==> src/rtl/mips_cpu_hilo_ctrl.sv <==
// HI/LO unit: MTHI/MTLO commit on accept; MULT/MULTU commit 2 cycles after accept; DIV/DIVU commit 2 cycles after divider done.
// No queueing: op_valid is only sampled while busy=0, so the pipeline must stall HI/LO users while busy is high.
module mips_cpu_hilo_ctrl (
    input  logic        clk,
    input  logic        reset,
    input  logic        op_valid,
    input  logic [2:0]  op_code,
    input  logic [31:0] rs_val,
    input  logic [31:0] rt_val,
    output logic        busy,
    output logic [31:0] hi,
    output logic [31:0] lo,
    output logic        dbz,
    output logic        div_start,
    output logic [31:0] div_dividend,
    output logic [31:0] div_divisor,
    input  logic [31:0] div_quotient,
    input  logic [31:0] div_remainder,
    input  logic        div_done
);

    localparam logic [2:0] OP_MULT  = 3'd0;
    localparam logic [2:0] OP_MULTU = 3'd1;
    localparam logic [2:0] OP_DIV   = 3'd2;
    localparam logic [2:0] OP_DIVU  = 3'd3;
    localparam logic [2:0] OP_MTHI  = 3'd4;
    localparam logic [2:0] OP_MTLO  = 3'd5;

    typedef enum logic [2:0] {
        S_IDLE,
        S_MUL,
        S_DIV_START,
        S_DIV_WAIT,
        S_DIV_FIX
    } state_t;

    state_t      r_state;
    state_t      w_state_nxt;

    logic        r_busy;
    logic [31:0] r_hi;
    logic [31:0] r_lo;
    logic        r_dbz;
    logic        r_div_start;
    logic [31:0] r_div_dividend;
    logic [31:0] r_div_divisor;
    logic        r_neg_q;
    logic        r_neg_r;
    logic [31:0] r_quot;
    logic [31:0] r_rem;
    logic [31:0] r_mul_a;
    logic [31:0] r_mul_b;
    logic        r_mul_signed;

    logic        w_accept;
    logic        w_is_mul;
    logic        w_is_div;
    logic        w_rt_zero;
    logic        w_div_go;
    logic        w_div_signed;
    logic [31:0] w_rs_neg;
    logic [31:0] w_rt_neg;
    logic [63:0] w_mul_a64;
    logic [63:0] w_mul_b64;
    logic [63:0] w_product;
    logic [31:0] w_quot_neg;
    logic [31:0] w_rem_neg;
    logic [31:0] w_hi_nxt;
    logic [31:0] w_lo_nxt;

    assign w_accept     = op_valid && (r_state == S_IDLE);
    assign w_is_mul     = (op_code == OP_MULT) || (op_code == OP_MULTU);
    assign w_is_div     = (op_code == OP_DIV) || (op_code == OP_DIVU);
    assign w_rt_zero    = (rt_val == 32'd0);
    assign w_div_go     = w_accept && w_is_div && !w_rt_zero;
    assign w_div_signed = (op_code == OP_DIV);
    assign w_rs_neg     = ~rs_val + 32'd1;
    assign w_rt_neg     = ~rt_val + 32'd1;

    // Sign-extending into 64 bits lets one unsigned multiplier serve both MULT and MULTU.
    assign w_mul_a64 = r_mul_signed ? {{32{r_mul_a[31]}}, r_mul_a} : {32'd0, r_mul_a};
    assign w_mul_b64 = r_mul_signed ? {{32{r_mul_b[31]}}, r_mul_b} : {32'd0, r_mul_b};
    assign w_product = w_mul_a64 * w_mul_b64;

    assign w_quot_neg = ~r_quot + 32'd1;
    assign w_rem_neg  = ~r_rem + 32'd1;

    always_comb begin
        w_state_nxt = r_state;
        w_hi_nxt    = r_hi;
        w_lo_nxt    = r_lo;
        case (r_state)
            S_IDLE: begin
                if (w_accept) begin
                    if (w_is_mul) begin
                        w_state_nxt = S_MUL;
                    end else if (w_is_div && !w_rt_zero) begin
                        w_state_nxt = S_DIV_START;
                    end else if (op_code == OP_MTHI) begin
                        w_hi_nxt = rs_val;
                    end else if (op_code == OP_MTLO) begin
                        w_lo_nxt = rs_val;
                    end
                end
            end
            S_MUL: begin
                w_hi_nxt    = w_product[63:32];
                w_lo_nxt    = w_product[31:0];
                w_state_nxt = S_IDLE;
            end
            S_DIV_START: begin
                // div_done here is still the level left over from the previous divide.
                w_state_nxt = S_DIV_WAIT;
            end
            S_DIV_WAIT: begin
                if (div_done) begin
                    w_state_nxt = S_DIV_FIX;
                end
            end
            S_DIV_FIX: begin
                w_lo_nxt    = r_neg_q ? w_quot_neg : r_quot;
                w_hi_nxt    = r_neg_r ? w_rem_neg : r_rem;
                w_state_nxt = S_IDLE;
            end
            default: begin
                w_state_nxt = S_IDLE;
            end
        endcase
    end

    always_ff @(posedge clk) begin
        if (reset) begin
            r_state <= S_IDLE;
            r_busy  <= 1'b0;
        end else begin
            r_state <= w_state_nxt;
            r_busy  <= (w_state_nxt != S_IDLE);
        end
    end

    always_ff @(posedge clk) begin
        if (reset) begin
            r_hi           <= 32'd0;
            r_lo           <= 32'd0;
            r_dbz          <= 1'b0;
            r_div_start    <= 1'b0;
            r_div_dividend <= 32'd0;
            r_div_divisor  <= 32'd0;
            r_neg_q        <= 1'b0;
            r_neg_r        <= 1'b0;
            r_quot         <= 32'd0;
            r_rem          <= 32'd0;
            r_mul_a        <= 32'd0;
            r_mul_b        <= 32'd0;
            r_mul_signed   <= 1'b0;
        end else begin
            r_hi        <= w_hi_nxt;
            r_lo        <= w_lo_nxt;
            r_dbz       <= w_accept && w_is_div && w_rt_zero;
            r_div_start <= w_div_go;
            if (w_accept && w_is_mul) begin
                r_mul_a      <= rs_val;
                r_mul_b      <= rt_val;
                r_mul_signed <= (op_code == OP_MULT);
            end
            // Magnitudes stay on the divider ports until the next divide is accepted.
            if (w_div_go) begin
                r_div_dividend <= (w_div_signed && rs_val[31]) ? w_rs_neg : rs_val;
                r_div_divisor  <= (w_div_signed && rt_val[31]) ? w_rt_neg : rt_val;
                r_neg_q        <= w_div_signed && (rs_val[31] ^ rt_val[31]);
                r_neg_r        <= w_div_signed && rs_val[31];
            end
            if ((r_state == S_DIV_WAIT) && div_done) begin
                r_quot <= div_quotient;
                r_rem  <= div_remainder;
            end
        end
    end

    assign busy         = r_busy;
    assign hi           = r_hi;
    assign lo           = r_lo;
    assign dbz          = r_dbz;
    assign div_start    = r_div_start;
    assign div_dividend = r_div_dividend;
    assign div_divisor  = r_div_divisor;

endmodule

==> config.mk <==
export PLATFORM = sky130hd
export DESIGN_NAME = mips_cpu_hilo_ctrl
export DESIGN_NICKNAME = d
export VERILOG_FILES = /design/src/rtl/mips_cpu_hilo_ctrl.sv
export SDC_FILE = /design/constraint.sdc
export NUM_CORES = 2
export LEC_CHECK = 0
export ABC_AREA = 1
export CAP_MARGIN = 20
export CELL_PAD_IN_SITES_DETAIL_PLACEMENT = 1
export CELL_PAD_IN_SITES_GLOBAL_PLACEMENT = 2
export CORE_UTILIZATION = 39
export CTS_CLUSTER_SIZE = 25
export DETAILED_ROUTE_END_ITERATION = 10
export PLACE_DENSITY_LB_ADDON = 0.15
export SYNTH_ARGS = -nofsm -noshare
export SYNTH_HDL_FRONTEND = slang
export SYNTH_SLANG_ARGS = --single-unit
==> constraint.sdc <==
create_clock -name clk -period 11.8 [get_ports clk]
set_clock_uncertainty 0.2 [all_clocks]
set_input_delay 1.18 -clock clk [delete_from_list [all_inputs] [get_ports clk]]
set_output_delay 1.18 -clock clk [all_outputs]
set_load 0.01 [all_outputs]
==> results.toml <==
[outcome]
outcome = "finished clean"

[setup_path]
cp.required_ns = 12.09
reg2reg_depth = 27
crit_fanout = 34
r2r_setup_slack_ns = 1.15
end_kind = "flop"
critical-path-top-delay-family = "adder cells"
rr_endpoint = "hi[28]"
critPathMaxStageDelay_ns = 0.91
cpMostUsedCell = "fa_1"
critPathKind = "reg -> reg"
crit_arrival_ns = 10.94
path_buf_inv = 8
startpoint_type = "flop"
crit_slowest_cell = "fa_1"
r2r-start = "r_mul_signed"

[job]
maxCapViolations = 0

[cts]
clkTransAtPathRegs_ns = 0.06
cts_tree = "built"
cts-root-buf = "clkbuf_16"
post-cts-setup-buffer-count = 0
clockBufferDepth = 3
post_cts_resized = 0
cts_buffers = 35
insertion_delay_ns = 0.57
ctsHoldBuffers = 0
htreeDepth = 2
clock-sinks = 265

[floorplanning]
die_y_um = 404.6
num_rows = 147
die_w_um = 404.6
io_pins = 266
core_um2 = 160800
dieArea_um2 = 163700
start_util = 0.3933

[pwr]
clkPwrFrac = 0.322
p_leak_nw = 38.59
p_per_area_nw_per_um2 = 49.20
power_mw = 3.403
switchingPower_mw = 1.400
vdd_ir_drop_max_mv = 0.08545
p_seq_frac = 0.303
intPower_mw = 2.003
p_sw_frac = 0.4113
pwr-share-comb = 0.374

[route]
drt-total-wl_um = 252700
num_vias = 52200
wl_per_cell_um = 24.45
drc = 0
drtAntennaViolNets = 0
dr.first_iter.drc_count = 3342
drt_first_pass_iters = 5
via_per_inst = 5.051

[hold_path]
hold_end = "div_divisor[13]"
hold-path-cell-count = 2
min_from = "div_divisor[13]"
hold_class = "reg -> reg"

[placement]
portBuffers = 265
dpl_cell_area_um2 = 67960
place_congestion = 0.9564
pre_cts_ws_ns = 1.269
hpwl_um = 212900

[yosys]
yosysUniqueCellTypes = 59
netlist.area_leader.share = 0.4493
ys_top_cells_by_area = "fa_1 45%, inv_1 14%, nand2_1 9.3%, dfxtp_1 8.4%, ha_1 6.2%"
netlist_instances = 8119
synth_top_area_cell = "fa_1"
yosys_warnings = 0
ys_ff_latch = 265
synthesis.nets = 9985
synth-edff-count = 0
yosys_most_used_dff = "dfxtp_1"
yosysSeqAreaShare = 0.08392
syn-mean-instance-area_um2 = 7.787
synth_area_um2 = 63220
async_flop_share = 0

[global_route]
grt_pass1_vias = 57180
grt_pass1_wl_um = 377300
grt-ovfl-total = 0
antenna_found_initial = 11
grt_max_degree = 120
track_usage = 0.3143

[sta]
drv_slew = 0
max_clock_freq_ghz = 0.09386
layout_setup_ws_ns = 1.146
tightest_slew_ns = 1.159
finalHoldViolCount = 0
setup_viol = 0
setup_tns_ns = 0
fin_crit_ns = 10.65
rsz0062_at_grt = "false"
period_share = 0.9029
slew_headroom = 0.2274

[layout]
syn_to_final_growth_pct = 9.411
final_layout_size_suffix_gt1_frac = 0.03132
layout.nets = 10020
fill_cells = 19770
stdcell_area_um2 = 69170
## metal layers
layer / routed length [um] / global-route usage
met5: 13 / 0
met4: 10120 / 0.1043
met3: 10950 / 0.02499
met2: 121100 / 0.5265
met1: 110500 / 0.4290
## stage by stage
| stage | hold slack (ns) | utilization | cells |
|---|---|---|---|
| 3_3_place_gp | 0.2492 | 0.4228 | 10270 |
| 6_report | 0.2673 | 0.4303 | 10340 |
| 5_1_grt | 0.2870 | 0.4303 | 10340 |
| 4_1_cts | 0.2692 | 0.4298 | 10330 |
| 2_1_floorplan | 0.2643 | - | 8119 |
| 3_5_place_dp | 0.2555 | 0.4228 | 10270 |
## power by group through the flow
stage	logic (mW)	registers (mW)	clock network, mW
after global placement	1.25	1.05	0
after CTS	1.28	1.03	1.12
after floorplan	0.684	1.00	0
final	1.27	1.03	1.10
after detailed placement	1.27	1.05	0
after global routing	1.38	1.03	1.15
## Yosys cell counts, types with 17 or more instances
master       n
a21oi_1    303
buf_2       37
clkbuf_1   320
dfxtp_1    265
fa_1      1419
ha_1       312
inv_1     2432
inv_2       17
nand2_1   1560
nand3_1    194
nand4_1     30
nor2_1     493
nor3_1      41
o211ai_1    35
o21ai_0    340
o21ai_1     24
or2_2       18
xnor2_1     24
xor2_1      59
## sequential cells by signal, summed over array words and instances (netlist names)
| name | cells |
|---|---|
| div_dividend | 32 |
| div_divisor | 32 |
| hi | 32 |
| lo | 32 |
| r_mul_a | 32 |
| r_mul_b | 32 |
| r_quot | 32 |
| r_rem | 32 |
| r_state | 3 |
| busy | 1 |
| dbz | 1 |
| div_start | 1 |
| r_mul_signed | 1 |
| r_neg_q | 1 |
| r_neg_r | 1 |
## cells in the final DEF, fill, tap and decap left out, types with 35 or more instances in the layout
cell,synthesis,final
nor3_1,41,40
clkbuf_16,0,37
buf_4,6,90
clkdlybuf4s50_1,0,265
dfxtp_1,265,262
nand2_1,1560,1560
a21oi_1,303,303
ha_1,312,312
nand3_1,194,193
o211ai_1,35,35
o21ai_0,340,340
inv_1,2432,2430
fa_1,1419,1419
nor2_1,493,491
xor2_1,59,59
## kinds of logic (layout without fill, tap and decap cells)
logic type                 count (synthesis)  after routing  share of synthesized area
AOI/OAI and AO/OA                        799            799                    0.06893
xor gates and xnor gates                  83             83                    0.01150
adders and majority gates               1731           1731                     0.5111
buffers and inverters                   2823           2877                     0.1691
DFF                                      265            265                    0.08392
other                                      0              2                          0
and+or+nand+nor                         2418           2418                     0.1555
## cell type report
type,instances,area [um^2],area share
sequential,265,5309,0.07675
inverter,2451,9208,0.1331
tap,2160,2703,0.03907
clock inverter,11,107.6,0.001556
antenna,2,5.005,0.00007236
multi-input combinational,5031,47250,0.6832
timing repair buffer,366,3563,0.05152
clock buffer,49,1021,0.01476
## how the worst max path moves through the flow
stage / startpoint / slack, ns / depth (start not counted) / end
finish: r_mul_signed / 1.15 / 27 / hi[28]
global route: r_mul_signed / 0.75 / 31 / hi[31]
CTS: r_mul_signed / 1.16 / 27 / hi[28]
detailed placement: r_mul_signed / 1.27 / 27 / hi[28]
global placement: r_mul_signed / 1.41 / 27 / hi[28]
floorplan: r_mul_signed / 3.08 / 32 / hi[31]
## tightest hold or removal path, cell delays in order (launching register included)
cell and delay (ns):
dfxtp_1 0.32, o21ai_1 0.07, inv_1 0.05
Power figures use the tool's default switching activity.
